File: src/rtl/nibble_serial_alu_ctrl.sv
// nibble_serial_alu_ctrl
//
// Low-area WIDTH-bit adder/subtractor. A single 4-bit ripple-carry adder is
// reused over WIDTH/4 consecutive cycles, LSB nibble first, with the nibble
// carry held in a register between cycles. Subtraction is A + ~B + 1: B is
// inverted at accept time and the carry register starts at 1.
//
// Ports
//   clk, rst_n        rising-edge clock, asynchronous active-low reset
//   start_valid/ready request handshake; ready only while idle
//   a, b, sub         operands and op select, sampled on accept only
//   res_valid/ready   result handshake; valid only while holding a result
//   result            sum/difference modulo 2^WIDTH
//   carry_out         carry out of the MSB (for subtract: 1 = no borrow)
//   overflow          signed two's-complement overflow
//   zero              result == 0
//   busy              operation in flight or result waiting
//
// WIDTH must be a multiple of 4 and at least 8.
// Every output comes straight from a flop; there is no input-to-output path.

module nibble_serial_alu_ctrl #(
    parameter int WIDTH = 32
) (
    input  logic             clk,
    input  logic             rst_n,
    input  logic             start_valid,
    output logic             start_ready,
    input  logic [WIDTH-1:0] a,
    input  logic [WIDTH-1:0] b,
    input  logic             sub,
    output logic             res_valid,
    input  logic             res_ready,
    output logic [WIDTH-1:0] result,
    output logic             carry_out,
    output logic             overflow,
    output logic             zero,
    output logic             busy
);

    localparam int NIBBLES = WIDTH / 4;
    localparam int CNT_W   = $clog2(NIBBLES);
    localparam logic [CNT_W-1:0] LAST_NIB = CNT_W'(NIBBLES - 1);

    typedef enum logic [1:0] {
        ST_IDLE = 2'd0,
        ST_RUN  = 2'd1,
        ST_DONE = 2'd2
    } state_e;

    state_e           state_q,       state_d;
    logic [CNT_W-1:0] cnt_q,         cnt_d;
    logic             carry_q,       carry_d;
    logic [WIDTH-1:0] opa_q,         opa_d;
    logic [WIDTH-1:0] opb_q,         opb_d;
    logic [WIDTH-1:0] result_q,      result_d;
    logic             carry_out_q,   carry_out_d;
    logic             overflow_q,    overflow_d;
    logic             zero_q,        zero_d;
    logic             start_ready_q, start_ready_d;
    logic             res_valid_q,   res_valid_d;
    logic             busy_q,        busy_d;

    // Shared nibble adder, fed by the nibble selected by cnt_q.
    logic [CNT_W+1:0] nib_base;
    logic [3:0]       nib_a;
    logic [3:0]       nib_b;
    logic [3:0]       nib_sum;
    logic             nib_co;
    logic [WIDTH-1:0] result_nxt;

    always_comb begin
        nib_base          = {cnt_q, 2'b00};
        nib_a             = opa_q[nib_base +: 4];
        nib_b             = opb_q[nib_base +: 4];
        {nib_co, nib_sum} = {1'b0, nib_a} + {1'b0, nib_b} + {4'd0, carry_q};
        // Result with the current nibble merged in; the flags on the final
        // edge must see the last nibble, so they are computed from this.
        result_nxt                = result_q;
        result_nxt[nib_base +: 4] = nib_sum;
    end

    always_comb begin
        state_d       = state_q;
        cnt_d         = cnt_q;
        carry_d       = carry_q;
        opa_d         = opa_q;
        opb_d         = opb_q;
        result_d      = result_q;
        carry_out_d   = carry_out_q;
        overflow_d    = overflow_q;
        zero_d        = zero_q;
        start_ready_d = start_ready_q;
        res_valid_d   = res_valid_q;
        busy_d        = busy_q;

        case (state_q)
            ST_IDLE: begin
                if (start_valid) begin
                    opa_d         = a;
                    opb_d         = sub ? ~b : b;
                    carry_d       = sub;
                    cnt_d         = '0;
                    state_d       = ST_RUN;
                    start_ready_d = 1'b0;
                    busy_d        = 1'b1;
                end
            end
            ST_RUN: begin
                result_d = result_nxt;
                carry_d  = nib_co;
                if (cnt_q == LAST_NIB) begin
                    // Last nibble: do not advance cnt so it never wraps.
                    state_d     = ST_DONE;
                    carry_out_d = nib_co;
                    overflow_d  = (opa_q[WIDTH-1] == opb_q[WIDTH-1]) &&
                                  (result_nxt[WIDTH-1] != opa_q[WIDTH-1]);
                    zero_d      = (result_nxt == '0);
                    res_valid_d = 1'b1;
                end else begin
                    cnt_d = cnt_q + 1'b1;
                end
            end
            ST_DONE: begin
                // Return to idle only; a new request is taken next cycle.
                if (res_ready) begin
                    state_d       = ST_IDLE;
                    res_valid_d   = 1'b0;
                    busy_d        = 1'b0;
                    start_ready_d = 1'b1;
                end
            end
            default: begin
                state_d       = ST_IDLE;
                res_valid_d   = 1'b0;
                busy_d        = 1'b0;
                start_ready_d = 1'b1;
            end
        endcase
    end

    always_ff @(posedge clk or negedge rst_n) begin
        if (!rst_n) begin
            state_q       <= ST_IDLE;
            cnt_q         <= '0;
            carry_q       <= 1'b0;
            opa_q         <= '0;
            opb_q         <= '0;
            result_q      <= '0;
            carry_out_q   <= 1'b0;
            overflow_q    <= 1'b0;
            zero_q        <= 1'b0;
            start_ready_q <= 1'b1;
            res_valid_q   <= 1'b0;
            busy_q        <= 1'b0;
        end else begin
            state_q       <= state_d;
            cnt_q         <= cnt_d;
            carry_q       <= carry_d;
            opa_q         <= opa_d;
            opb_q         <= opb_d;
            result_q      <= result_d;
            carry_out_q   <= carry_out_d;
            overflow_q    <= overflow_d;
            zero_q        <= zero_d;
            start_ready_q <= start_ready_d;
            res_valid_q   <= res_valid_d;
            busy_q        <= busy_d;
        end
    end

    assign start_ready = start_ready_q;
    assign res_valid   = res_valid_q;
    assign busy        = busy_q;
    assign result      = result_q;
    assign carry_out   = carry_out_q;
    assign overflow    = overflow_q;
    assign zero        = zero_q;

endmodule

File: config.mk
export PLATFORM = sky130hd
export DESIGN_NAME = nibble_serial_alu_ctrl
export DESIGN_NICKNAME = d
export VERILOG_FILES = /design/src/rtl/nibble_serial_alu_ctrl.sv
export SDC_FILE = /design/constraint.sdc
export NUM_CORES = 1
export LEC_CHECK = 0
export CAP_MARGIN = 10
export CELL_PAD_IN_SITES_DETAIL_PLACEMENT = 1
export CELL_PAD_IN_SITES_GLOBAL_PLACEMENT = 2
export CORE_UTILIZATION = 34
export DETAILED_ROUTE_END_ITERATION = 8
export PLACE_DENSITY_LB_ADDON = 0.08
export SYNTH_ARGS = -nofsm -noshare
export SYNTH_HDL_FRONTEND = slang
export SYNTH_SLANG_ARGS = --single-unit
File: constraint.sdc
create_clock -name clk -period 4.6 [get_ports clk]
set_input_delay 0.46 -clock clk [delete_from_list [all_inputs] [get_ports clk]]
set_output_delay 0.46 -clock clk [all_outputs]
set_load 0.02 [all_outputs]
* After elaboration in Yosys (flattened, before gate mapping)
Cells that the tools add are included.
Storage, ports and cells: input bits 69, memories 0, output and inout bits 38, bits in read-only memories 0, bits in latches 0, memory bits (writable) 0, logic and storage cells 62, register bits after elaboration 108
Cells by class: reductions and logical operators 11, divide/modulo/power cells 0, bitwise operators 3, $add $sub $neg 4, equal/unequal tests 9, magnitude comparators 0, shifts and indexed selects 4, multiplexer cells 19, $mul 0
Operator list (number):
- 32-bit by 6-bit variable part select with 4-bit output | 2
- 32-bit bitwise mux | 1
- 32-bit zero test | 1
- 32-bit two-way mux | 1
- 32-bit NOT | 1
- 4-bit by 7-bit variable shift with 32-bit output, first input constant | 1
- 4-bit by 7-bit variable part select with 32-bit output | 1
- 3-bit AND reduction | 4
- 1-bit one-hot mux with 3 select lines | 3
- 2-bit != test, second input constant | 4
- 5-bit negation with 7-bit output | 1
- 1-bit two-way mux | 6
- 2-bit two-way mux | 3
- 3-bit two-way mux | 2
- 2-bit one-hot mux with 3 select lines | 1
- 3-bit one-hot mux with 2 select lines | 1
- 2-bit AND reduction | 3
- 4-bit by 4-bit adder with 5-bit output | 1
- 5-bit by 1-bit adder with 5-bit output | 1
- 3-bit by 1-bit adder with 3-bit output, second input constant | 1
- 3-bit equality test, second input constant | 1
- 2-bit by 1-bit equality test with 1-bit output, second input constant | 1
- 2-bit equality test, second input constant | 1
- 2-bit zero test | 1
- other kinds (6) | 7

* Logic depth before layout (Yosys ltp)
Gate-level depths: netlist of run 1.
depth in word-level cells 7, depth in mapped cells 15, gate-level depth less buffers 12

* Worst setup path after synthesis of run 1
OpenSTA, ideal clock, no wires.
kind register -> register, start point reg cnt_q[0], end point reg zero_q (netlist: zero), cell stages (with the launch flop) 16, buffers on the path 3, clock period less this slack 3.462 ns, arrival time 3.341 ns, slack 1.138 ns, required time 4.479 ns, library setup time 0.121 ns, cells stage by stage dfrtp_1 buf_6 buf_2 buf_4 mux4_2 nand2_1 nand2_1 fa_1 inv_1 fa_1 nor4b_1 a21oi_1 o221ai_1 nor4_1 nand4b_1 o21ai_1
On the way: cells in the longest elaborated chain, start to end 6, elaborated cells between the ends (all ways) 11, classes of those cells add/sub (3); eq/ne (1); shift (4); mux (1); reduce/logical (2)
RTL lines:
- from (decl) | RTL line 52 | logic [CNT_W-1:0] cnt_q, cnt_d;
- from (signal assigned) | RTL line 158 | cnt_q <= cnt_d;
- 32-bit by 6-bit variable part select with 4-bit output (on tied branches) | RTL line 74, 75
- 4-bit by 4-bit adder with 5-bit output | RTL line 76 | {nib_co, nib_sum} = {1'b0, nib_a} + {1'b0, nib_b} + {4'd0, carry_q};
- 5-bit by 1-bit adder with 5-bit output | RTL line 76
- 4-bit by 7-bit variable part select with 32-bit output | RTL line 80 | result_nxt[nib_base +: 4] = nib_sum;
- 32-bit bitwise mux | RTL line 80
- 32-bit zero test | RTL line 118 | zero_d = (result_nxt == '0);
- to (signal assigned) | RTL line 165 | zero_q <= zero_d;
- to (decl) | RTL line 59 | logic zero_q, zero_d;
Several ways; a longest one is shown, not always the timed one. A chain may end at the register's enable or synchronous reset.

* Worst setup path in the final report of run 1
Ends and elaborated chain as after synthesis.

==> results.json, run 1 <==
{
  "seqCellArea_um2": 2700,
  "endpoint_kind": "register",
  "final_util_pct": 44.7,
  "die_area_um2": 16900,
  "ant_nets": 0,
  "slew-limit-headroom_pct": 32.0,
  "grt_remaining_overflow": 0,
  "fp.dieH_um": 130,
  "cts.repair.resized": 0,
  "critical_path.cell_chain": "mux4_2 > nand2_1 > nand2_1 > fa_1 > inv_1 > fa_1 > nor4b_1 > a21oi_1 > o221ai_1 > nor4_1 > nand4b_1 > o21ai_1",
  "hold_buffers": 0,
  "critPathKind": "reg2reg",
  "cp_max_fo": 16,
  "reg2reg_slack_ns": 0.78,
  "cts.sinks": 108,
  "rows": 46,
  "status": "finished clean",
  "dpl_cell_area_um2": 6810,
  "core-area_um2": 15900,
  "hold_violations": 0,
  "rsz0062_at_grt": "no",
  "power_frac_comb_pct": 55.7,
  "r2r-start": "cnt_q[0]",
  "synth_edf_count": 0,
  "routed_wl_mm": 13.9,
  "ys_warn_count": 0,
  "post_synth.cell_area_avg_um2": 11.1,
  "drive_gt1_share_pct": 16.9,
  "internal_power_uw": 3270,
  "grt_usage_pct": 17.9,
  "die_x_um": 130,
  "clkTransAtPathRegs_ns": 0.07,
  "wl_per_cell_um": 17.0,
  "clockBufferDepth": 2,
  "worstMarginPinSlew_ns": 1.02,
  "p_seq_share_pct": 30.0,
  "cpMaxStageDelayCell": "dfrtp_1",
  "drt_first_pass_iters": 4,
  "power_density_nw_per_um2": 814,
  "r2r_end": "zero",
  "cap_violations": 0,
  "sw_frac_of_total_pct": 43.6,
  "ys.flop_type": "dfrtp_1",
  "fmax_ghz": 0.262,
  "vias": 4000,
  "setup_tns_ns": 0,
  "grt_max_degree": 70,
  "ios": 107,
  "cp_data_required_time_ns": 4.84,
  "clkPwrFrac_pct": 14.3,
  "cts_setup_buffers": 0,
  "antennaDiodeCount": 0,
  "syn2layout_area_growth_pct": 28.2,
  "ys_seq_area_share_pct": 48.7,
  "portBuffers": 106,
  "initial_core_util_pct": 34.9,
  "drt_iter0_drc": 106,
  "hpwl_mm": 10.4,
  "ir_worst_vdd_mv": 0.403,
  "finClkSkew_ns": 0.00648,
  "synth-seq-cells": 108,
  "cts_buffers": 9,
  "period_share_pct": 83.1,
  "nNetsFinal": 678,
  "synth_common_cells": "107 x dfrtp_1, 55 x nor2_1, 53 x mux2_2, 51 x nand2_1, 39 x a21oi_1",
  "max_stage_delay_ns": 0.94,
  "clockRootBuffer": "clkbuf_16",
  "p_leak_uw": 0.00293,
  "synth.area.top_cells": "dfrtp_1 48%, mux2_2 11%, mux4_2 6.5%",
  "postSynthCellCount": 502,
  "start_kind": "register",
  "arrival_ns": 4.07,
  "finalSetupViolCount": 0,
  "switchingPower_uw": 2530,
  "grt_pass1_vias": 4238,
  "syn-cell-area_um2": 5560,
  "holdWs_ns": 0.210,
  "final_max_slew_viol_count": 0,
  "cts_tree": "done",
  "multi_input_area_um2": 2680,
  "fin_area_um2": 7120,
  "gp_congestion": 0.821,
  "min_path_type": "in2async",
  "synth_most_common_cell": "dfrtp_1",
  "grt_antenna_before_repair": 0,
  "fillCellCount": 1738,
  "period_minus_slack_ns": 3.82,
  "synthesis.nets": 583,
  "vias_per_cell": 4.89,
  "yosys.area.top_type": "dfrtp_1",
  "drc": 0,
  "async_flop_share_pct": 100,
  "synthDistinctLibCells": 58,
  "clk_latency_ns": 0.35,
  "htreeDepth": 3,
  "grt_pass1_wl_mm": 22.7,
  "yosysTopAreaCellShare_pct": 48.2,
  "ff2ff_path_depth": 12
}
stage by stage:
step	instances	total power, µW	setup slack (ns)
floorplan	502	3870	1.14
global placement	802	4940	0.810
detailed placement	802	5020	0.672
CTS	818	5870	0.663
global route	818	6270	0.358
finish	818	5800	0.776
cells in the final DEF, fill, tap and decap left out, drive strengths merged, types with 2 or more instances in the layout:
| cell | n |
|---|---|
| o31ai | 4 |
| a21o | 3 |
| clkdlybuf4s50 | 104 |
| nand2b | 6 |
| o31a | 2 |
| fa | 2 |
| nand3b | 2 |
| dfrtp | 107 |
| nand3 | 4 |
| inv | 11 |
| o21ai | 21 |
| mux2i | 4 |
| mux2 | 53 |
| or2 | 2 |
| o221ai | 2 |
| nor3 | 8 |
| ha | 10 |
| clkbuf | 10 |
| mux4 | 16 |
| buf | 8 |
| xnor2 | 34 |
| and2 | 4 |
| clkinvlp | 2 |
| xor2 | 2 |
| a21oi | 40 |
| nor2b | 5 |
| clkinv | 3 |
| nor4 | 3 |
| bufinv | 2 |
| nand2 | 51 |
| a31oi | 4 |
| nor2 | 56 |
cell families after synthesis:
group / share of synthesized area [%]
and+or+nand+nor: 12.1
AOI/OAI and AO/OA: 9.16
adders and majority gates: 2.97
muxes: 17.9
xor gates and xnor gates: 5.81
DFF: 48.7
buffers and inverters: 3.31
worst max-delay path by stage:
stage,startpoint,endpoint,cells after the start
global placement,cnt_q[0],zero,12
floorplan,cnt_q[0],zero,15
global route,cnt_q[0],zero,12
finish,cnt_q[0],zero,12
detailed placement,cnt_q[0],zero,12
CTS,cnt_q[0],zero,12
routing by layer:
layer / vias to the layer above / global-route usage, % / part of all wire [%]
met5: - / 0 / 0
met4: 0 / 4.10 / 0.86
met3: 6 / 3.90 / 3.2
met2: 62 / 30.4 / 49
met1: 2004 / 23.4 / 47
li1: 1928 / - / -
critical path: cells and delay by family (launching register included):
| kind | cells | cell delay (ns) |
|---|---|---|
| compound gates | 3 | 0.29 |
| buf+inv | 1 | 0.09 |
| simple gates | 5 | 0.84 |
| mux | 1 | 0.59 |
| fa+ha+maj | 2 | 0.96 |
| flops | 1 | 0.94 |
power groups by stage:
stage | clock network [µW] | registers (µW) | logic [µW]
floorplan | 0 | 1730 | 2140
global placement | 0 | 1750 | 3190
detailed placement | 0 | 1770 | 3260
CTS | 859 | 1750 | 3260
global route | 895 | 1800 | 3560
finish | 829 | 1740 | 3230
flip-flops by register name, summed over array words and instances (netlist names):
signal and flops:
state_q 2, cnt_q 3, zero 1, res_valid 1
result 32, opa_q 32, overflow 1, busy 1
start_ready 1, opb_q 32, carry_out 1, carry_q 1
area by class of cell:
class | count | share of cell area [%]
Tap cell | 216 | 3.79
Multi-Input combinational cell | 354 | 37.6
Sequential cell | 108 | 38.0
Clock inverter | 6 | 1.25
Timing Repair Buffer | 112 | 15.6
Inverter | 12 | 0.632
Clock buffer | 10 | 3.21
Note: power is estimated with default switching activity, not from simulation.
==> run 2: changes to the inputs <==
==> constraint.sdc (replaced) <==
create_clock -name clk -period 3.99 [get_ports clk]
set_input_delay 0.399 -clock clk [delete_from_list [all_inputs] [get_ports clk]]
set_output_delay 0.399 -clock clk [all_outputs]
set_load 0.02 [all_outputs]
==> run 2 against run 1 <==
Net effect:
- power is 14% higher
- clock power is 2.8% lower
- sequential power is 14% higher
- sequential share of layout area is 0.11 points higher
- cell count is 0.37% higher
- clock-buffer cell count is 3 higher
- routed wire length is 3.3% higher
- worst setup slack worse by 0.44 ns
- die area stayed put
- register-to-register slack worse by 0.44 ns
==> results.json, run 2 (synthesis results as in run 1) <==
{
  "rsz0062_at_grt": "no",
  "seqCellArea_um2": 2700,
  "fmax_ghz": 0.274,
  "hold_buffers": 1,
  "multi_input_area_um2": 2680,
  "final_common_cell": "dfrtp_1",
  "core-area_um2": 15900,
  "cts_buffers": 9,
  "cts.repair.resized": 0,
  "drt_iter0_drc": 156,
  "drive_gt1_share_pct": 16.7,
  "power_density_nw_per_um2": 933,
  "power_frac_comb_pct": 58.0,
  "clk_latency_ns": 0.35,
  "ios": 107,
  "grt_usage_pct": 18.8,
  "grt_remaining_overflow": 0,
  "min_path_type": "reg2reg",
  "arrival_ns": 3.88,
  "max_stage_delay_ns": 0.60,
  "holdWs_ns": 0.486,
  "period_minus_slack_ns": 3.65,
  "vias_per_cell": 4.90,
  "cap_violations": 0,
  "drt_first_pass_iters": 4,
  "wl_per_cell_um": 17.5,
  "slew-limit-headroom_pct": 29.1,
  "fp.dieH_um": 130,
  "grt_pass1_vias": 4337,
  "hpwl_mm": 10.9,
  "status": "finished clean",
  "clockBufferDepth": 2,
  "place_ws_ns": 0.340,
  "finClkSkew_ns": 0.0101,
  "period_share_pct": 91.5,
  "final_max_slew_viol_count": 0,
  "ant_nets": 0,
  "switchingPower_uw": 2920,
  "nNetsFinal": 682,
  "sw_frac_of_total_pct": 44.0,
  "worst_slack_ns": 0.340,
  "critical_path.cell_chain": "buf_12 > mux4_2 > nand2_1 > nand2_1 > fa_1 > inv_1 > fa_1 > nor4b_1 > a21oi_1 > o221ai_1 > nor4_1 > nand4b_1 > o21ai_1",
  "endpoint_kind": "register",
  "vias": 4022,
  "p_leak_uw": 0.00292,
  "gp_congestion": 0.821,
  "cts.sinks": 108,
  "drc": 0,
  "rows": 46,
  "cp_data_required_time_ns": 4.22,
  "setup_tns_ns": 0,
  "start_kind": "register",
  "portBuffers": 106,
  "antennaDiodeCount": 0,
  "finalSetupViolCount": 0,
  "grt_max_degree": 65,
  "htreeDepth": 3,
  "cpMaxStageDelayCell": "nor4b_1",
  "clockRootBuffer": "clkbuf_16",
  "die_x_um": 130,
  "cp_max_fo": 10,
  "final_cell_mix": "107 x dfrtp_1, 104 x clkdlybuf4s50_1, 55 x nor2_1, 53 x mux2_2, 51 x nand2_1",
  "fillCellCount": 1751,
  "worstMarginPinSlew_ns": 1.06,
  "ir_worst_vdd_mv": 0.451,
  "cts_setup_buffers": 0,
  "initial_core_util_pct": 34.9,
  "internal_power_uw": 3710,
  "routed_wl_mm": 14.4,
  "die_area_um2": 16900,
  "grt_antenna_before_repair": 0,
  "clkPwrFrac_pct": 12.2,
  "syn2layout_area_growth_pct": 27.9,
  "grt_pass1_wl_mm": 23.7,
  "critPathKind": "reg2reg",
  "clkTransAtPathRegs_ns": 0.07,
  "p_seq_share_pct": 29.9,
  "hold_violations": 0,
  "cts_tree": "done"
}
==> run 2: changes by cell type in the layout (fill, tap and decap cells not counted), sizes merged <==
cell,delta
dlygate4sd3,+1
bufinv,-2
buf,+3
clkinvlp,-1
clkinv,-1
clkbuf,+3
==> run 2: metrics by stage <==
step	utilization, %	instance area [µm²]	instances	total power, µW
finish	44.6	7100	821	6630
global route	44.6	7100	821	7150
CTS	44.6	7100	821	6730
detailed placement	42.9	6840	805	5880
global placement	42.9	6840	805	5820
floorplan	-	5560	502	4470
==> run 2: path summary, 6_finish.rpt <==
check	from	to	slack (ns)	cells past startpoint
max	cnt_q[0]	zero	0.34	13
min	carry_out	carry_out	0.49	2
max reg2reg	cnt_q[0]	zero	0.34	13
min reg2reg	carry_out	carry_out	0.49	2
max in group asynchronous	rst_n	opb_q[28]	2.50	3
min in group asynchronous	rst_n	opa_q[4]	0.53	2
==> run 2: worst max-delay path, delay by kind of cell (launching register included) <==
family | cells | cell delay (ns)
fa+ha+maj | 2 | 0.92
simple gates | 5 | 0.93
buf+inv | 2 | 0.29
mux | 1 | 0.50
compound gates | 3 | 0.31
flops | 1 | 0.56
==> run 2: power groups by stage <==
stage	clock [µW]	sequential, µW	combinational [µW]
after floorplan	0	2000	2470
after global placement	0	2010	3810
after detailed placement	0	2010	3870
after CTS	836	2000	3890
after global routing	878	2050	4220
final	806	1980	3840
==> run 2: cell type report <==
type / count / area share, %
multi-input combinational: 354 / 37.7
timing repair buffer: 116 / 16.3
inverter: 12 / 0.634
clock inverter: 2 / 0.176
sequential: 108 / 38.1
clock buffer: 13 / 3.38
tap: 216 / 3.80
==> run 2: metal layers <==
layer | share of wire (%) | routed length [µm] | vias up | GRT usage, %
li1 | - | - | 1939 | -
met1 | 47 | 6680 | 1999 | 24.7
met2 | 50 | 7120 | 71 | 31.8
met3 | 2.7 | 386 | 13 | 3.57
met4 | 1.1 | 163 | 0 | 5.13
met5 | 0 | 0 | - | 0
==> run 3: changes to the inputs <==
--- a/config.mk
+++ b/config.mk
@@ -8,8 +8,11 @@
 export CAP_MARGIN = 10
 export CELL_PAD_IN_SITES_DETAIL_PLACEMENT = 1
 export CELL_PAD_IN_SITES_GLOBAL_PLACEMENT = 2
+export CORE_ASPECT_RATIO = 0.9
 export CORE_UTILIZATION = 34
 export DETAILED_ROUTE_END_ITERATION = 8
+export HOLD_SLACK_MARGIN = 0.03
+export MAX_ROUTING_LAYER = met4
 export PLACE_DENSITY_LB_ADDON = 0.08
 export SYNTH_ARGS = -nofsm -noshare
 export SYNTH_HDL_FRONTEND = slang
==> run 3 against run 2 <==
Net effect:
- combinational power is essentially flat
- worst hold slack got worse by 0.44 ns
- register-to-register slack improved by 0.18 ns
- via count grew 1.5%
- routed wire length down 0.68%
- die area hardly changed
- clock skew fell by 0.00074 ns
- critical endpoint unchanged
==> results.json, run 3 (synthesis results as in run 1) <==
{
  "min_path_type": "in2async",
  "worstMarginPinSlew_ns": 0.877,
  "clkPwrFrac_pct": 13.2,
  "vias_per_cell": 5.05,
  "critical_path.cell_chain": "mux4_2 > nand2_1 > nand2_1 > fa_1 > inv_1 > fa_1 > nor4b_1 > a21oi_1 > o221ai_1 > nor4_1 > nand4b_1 > o21ai_1",
  "final_max_slew_viol_count": 0,
  "ios": 107,
  "cpMaxStageDelayCell": "dfrtp_2",
  "syn2layout_area_growth_pct": 27.7,
  "cts.repair.resized": 0,
  "finalSetupViolCount": 0,
  "max_stage_delay_ns": 0.57,
  "clk_latency_ns": 0.36,
  "nNetsFinal": 682,
  "slew-limit-headroom_pct": 41.5,
  "htreeDepth": 3,
  "rsz0062_at_grt": "no",
  "sw_frac_of_total_pct": 44.6,
  "finClkSkew_ns": 0.00935,
  "drc": 0,
  "critPathKind": "reg2reg",
  "ant_nets": 0,
  "period_share_pct": 86.9,
  "core-area_um2": 15700,
  "cap_violations": 0,
  "power_frac_comb_pct": 57.4,
  "cts_setup_buffers": 0,
  "hold_buffers": 0,
  "worstSetupStartpoint": "cnt_q[0]",
  "hold_violations": 0,
  "cp_data_required_time_ns": 4.23,
  "fp.dieH_um": 123,
  "initial_core_util_pct": 35.4,
  "grt_usage_pct": 19.4,
  "cts_tree": "done",
  "portBuffers": 106,
  "fmax_ghz": 0.288,
  "drt_first_pass_iters": 6,
  "internal_power_uw": 3680,
  "clkTransAtPathRegs_ns": 0.07,
  "cts.sinks": 108,
  "cp_num_buf_inv": 1,
  "p_leak_uw": 0.00294,
  "setup_tns_ns": 0,
  "grt_antenna_before_repair": 0,
  "arrival_ns": 3.71,
  "drt_iter0_drc": 199,
  "r2r-start": "cnt_q[0]",
  "ir_worst_vdd_mv": 0.500,
  "cp_max_fo": 10,
  "start_kind": "register",
  "p_seq_share_pct": 29.4,
  "final_cell_mix": "106 x dfrtp_1, 104 x clkdlybuf4s50_1, 55 x nor2_1, 53 x mux2_2, 51 x nand2_1",
  "crit_family": "adder cells",
  "period_minus_slack_ns": 3.47,
  "wl_per_cell_um": 17.6,
  "final_common_cell": "dfrtp_1",
  "die_area_um2": 16900,
  "grt_remaining_overflow": 0,
  "dpl_cell_area_um2": 6810,
  "hpwl_mm": 10.7,
  "status": "finished clean",
  "clockRootBuffer": "clkbuf_16",
  "cts_buffers": 9,
  "grt_pass1_wl_mm": 23.9,
  "routed_wl_mm": 14.3,
  "drive_gt1_share_pct": 17.8,
  "die_x_um": 137,
  "clockBufferDepth": 2,
  "vias": 4082,
  "antennaDiodeCount": 0,
  "gp_congestion": 0.788,
  "fin_area_um2": 7090,
  "rows": 43,
  "endpoint_kind": "register",
  "switchingPower_uw": 2960,
  "grt_pass1_vias": 4368,
  "power_density_nw_per_um2": 935,
  "grt_max_degree": 68
}
## run 3: cell types whose count changed in the layout (fill, tap and decap cells not counted), moves of 2 or more
cell and change:
clkbuf_1 -4, buf_4 +3, buf_12 -2, inv_6 +2
## run 3: worst paths after layout
kind / endpoint / slack [ns] / cells past startpoint
worst max-delay path: zero / 0.52 / 12
worst min-delay path: opa_q[14] / 0.05 / 1
worst max register to register: zero / 0.52 / 12
max in group asynchronous: start_ready / 3.07 / 2
worst min register to register: overflow / 0.49 / 2
min in group clk: overflow / 0.49 / 2
## run 3: cell type report
type / count / area (µm²)
Fill cell: 1697 / 8620
Sequential cell: 108 / 2710
Multi-Input combinational cell: 354 / 2680
Timing Repair Buffer: 116 / 1130
Tap cell: 202 / 253
Clock buffer: 10 / 239
Clock inverter: 6 / 46.3
Inverter: 12 / 45.0
## run 3: layer usage
layer	global-route usage, %	up-vias	wire (µm)
met3	3.57	13	577
met2	27.5	89	6080
met1	28.3	2039	7410
met4	5.28	0	187
li1	-	1941	-
met5	-	-	0
## run 3: power by group through the flow
| stage | combinational (µW) | sequential, µW | clock [µW] |
|---|---|---|---|
| global route | 4200 | 2030 | 945 |
| global placement | 3730 | 1970 | 0 |
| finish | 3810 | 1950 | 874 |
| CTS | 3840 | 1960 | 909 |
| floorplan | 2470 | 2000 | 0 |
| detailed placement | 3810 | 1980 | 0 |
## run 3: metrics by stage
step | hold WS, ns | worst slack, ns | utilization, % | power [µW] | std cells
after global routing | 0.0848 | 0.306 | 45.1 | 7170 | 808
final | 0.0499 | 0.522 | 45.1 | 6630 | 808
after CTS | 0.0641 | 0.488 | 45.1 | 6710 | 808
after detailed placement | 0.456 | 0.544 | 43.3 | 5790 | 792
after global placement | 0.452 | 0.631 | 43.3 | 5700 | 792
after floorplan | 0.103 | 0.528 | - | 4470 | 502
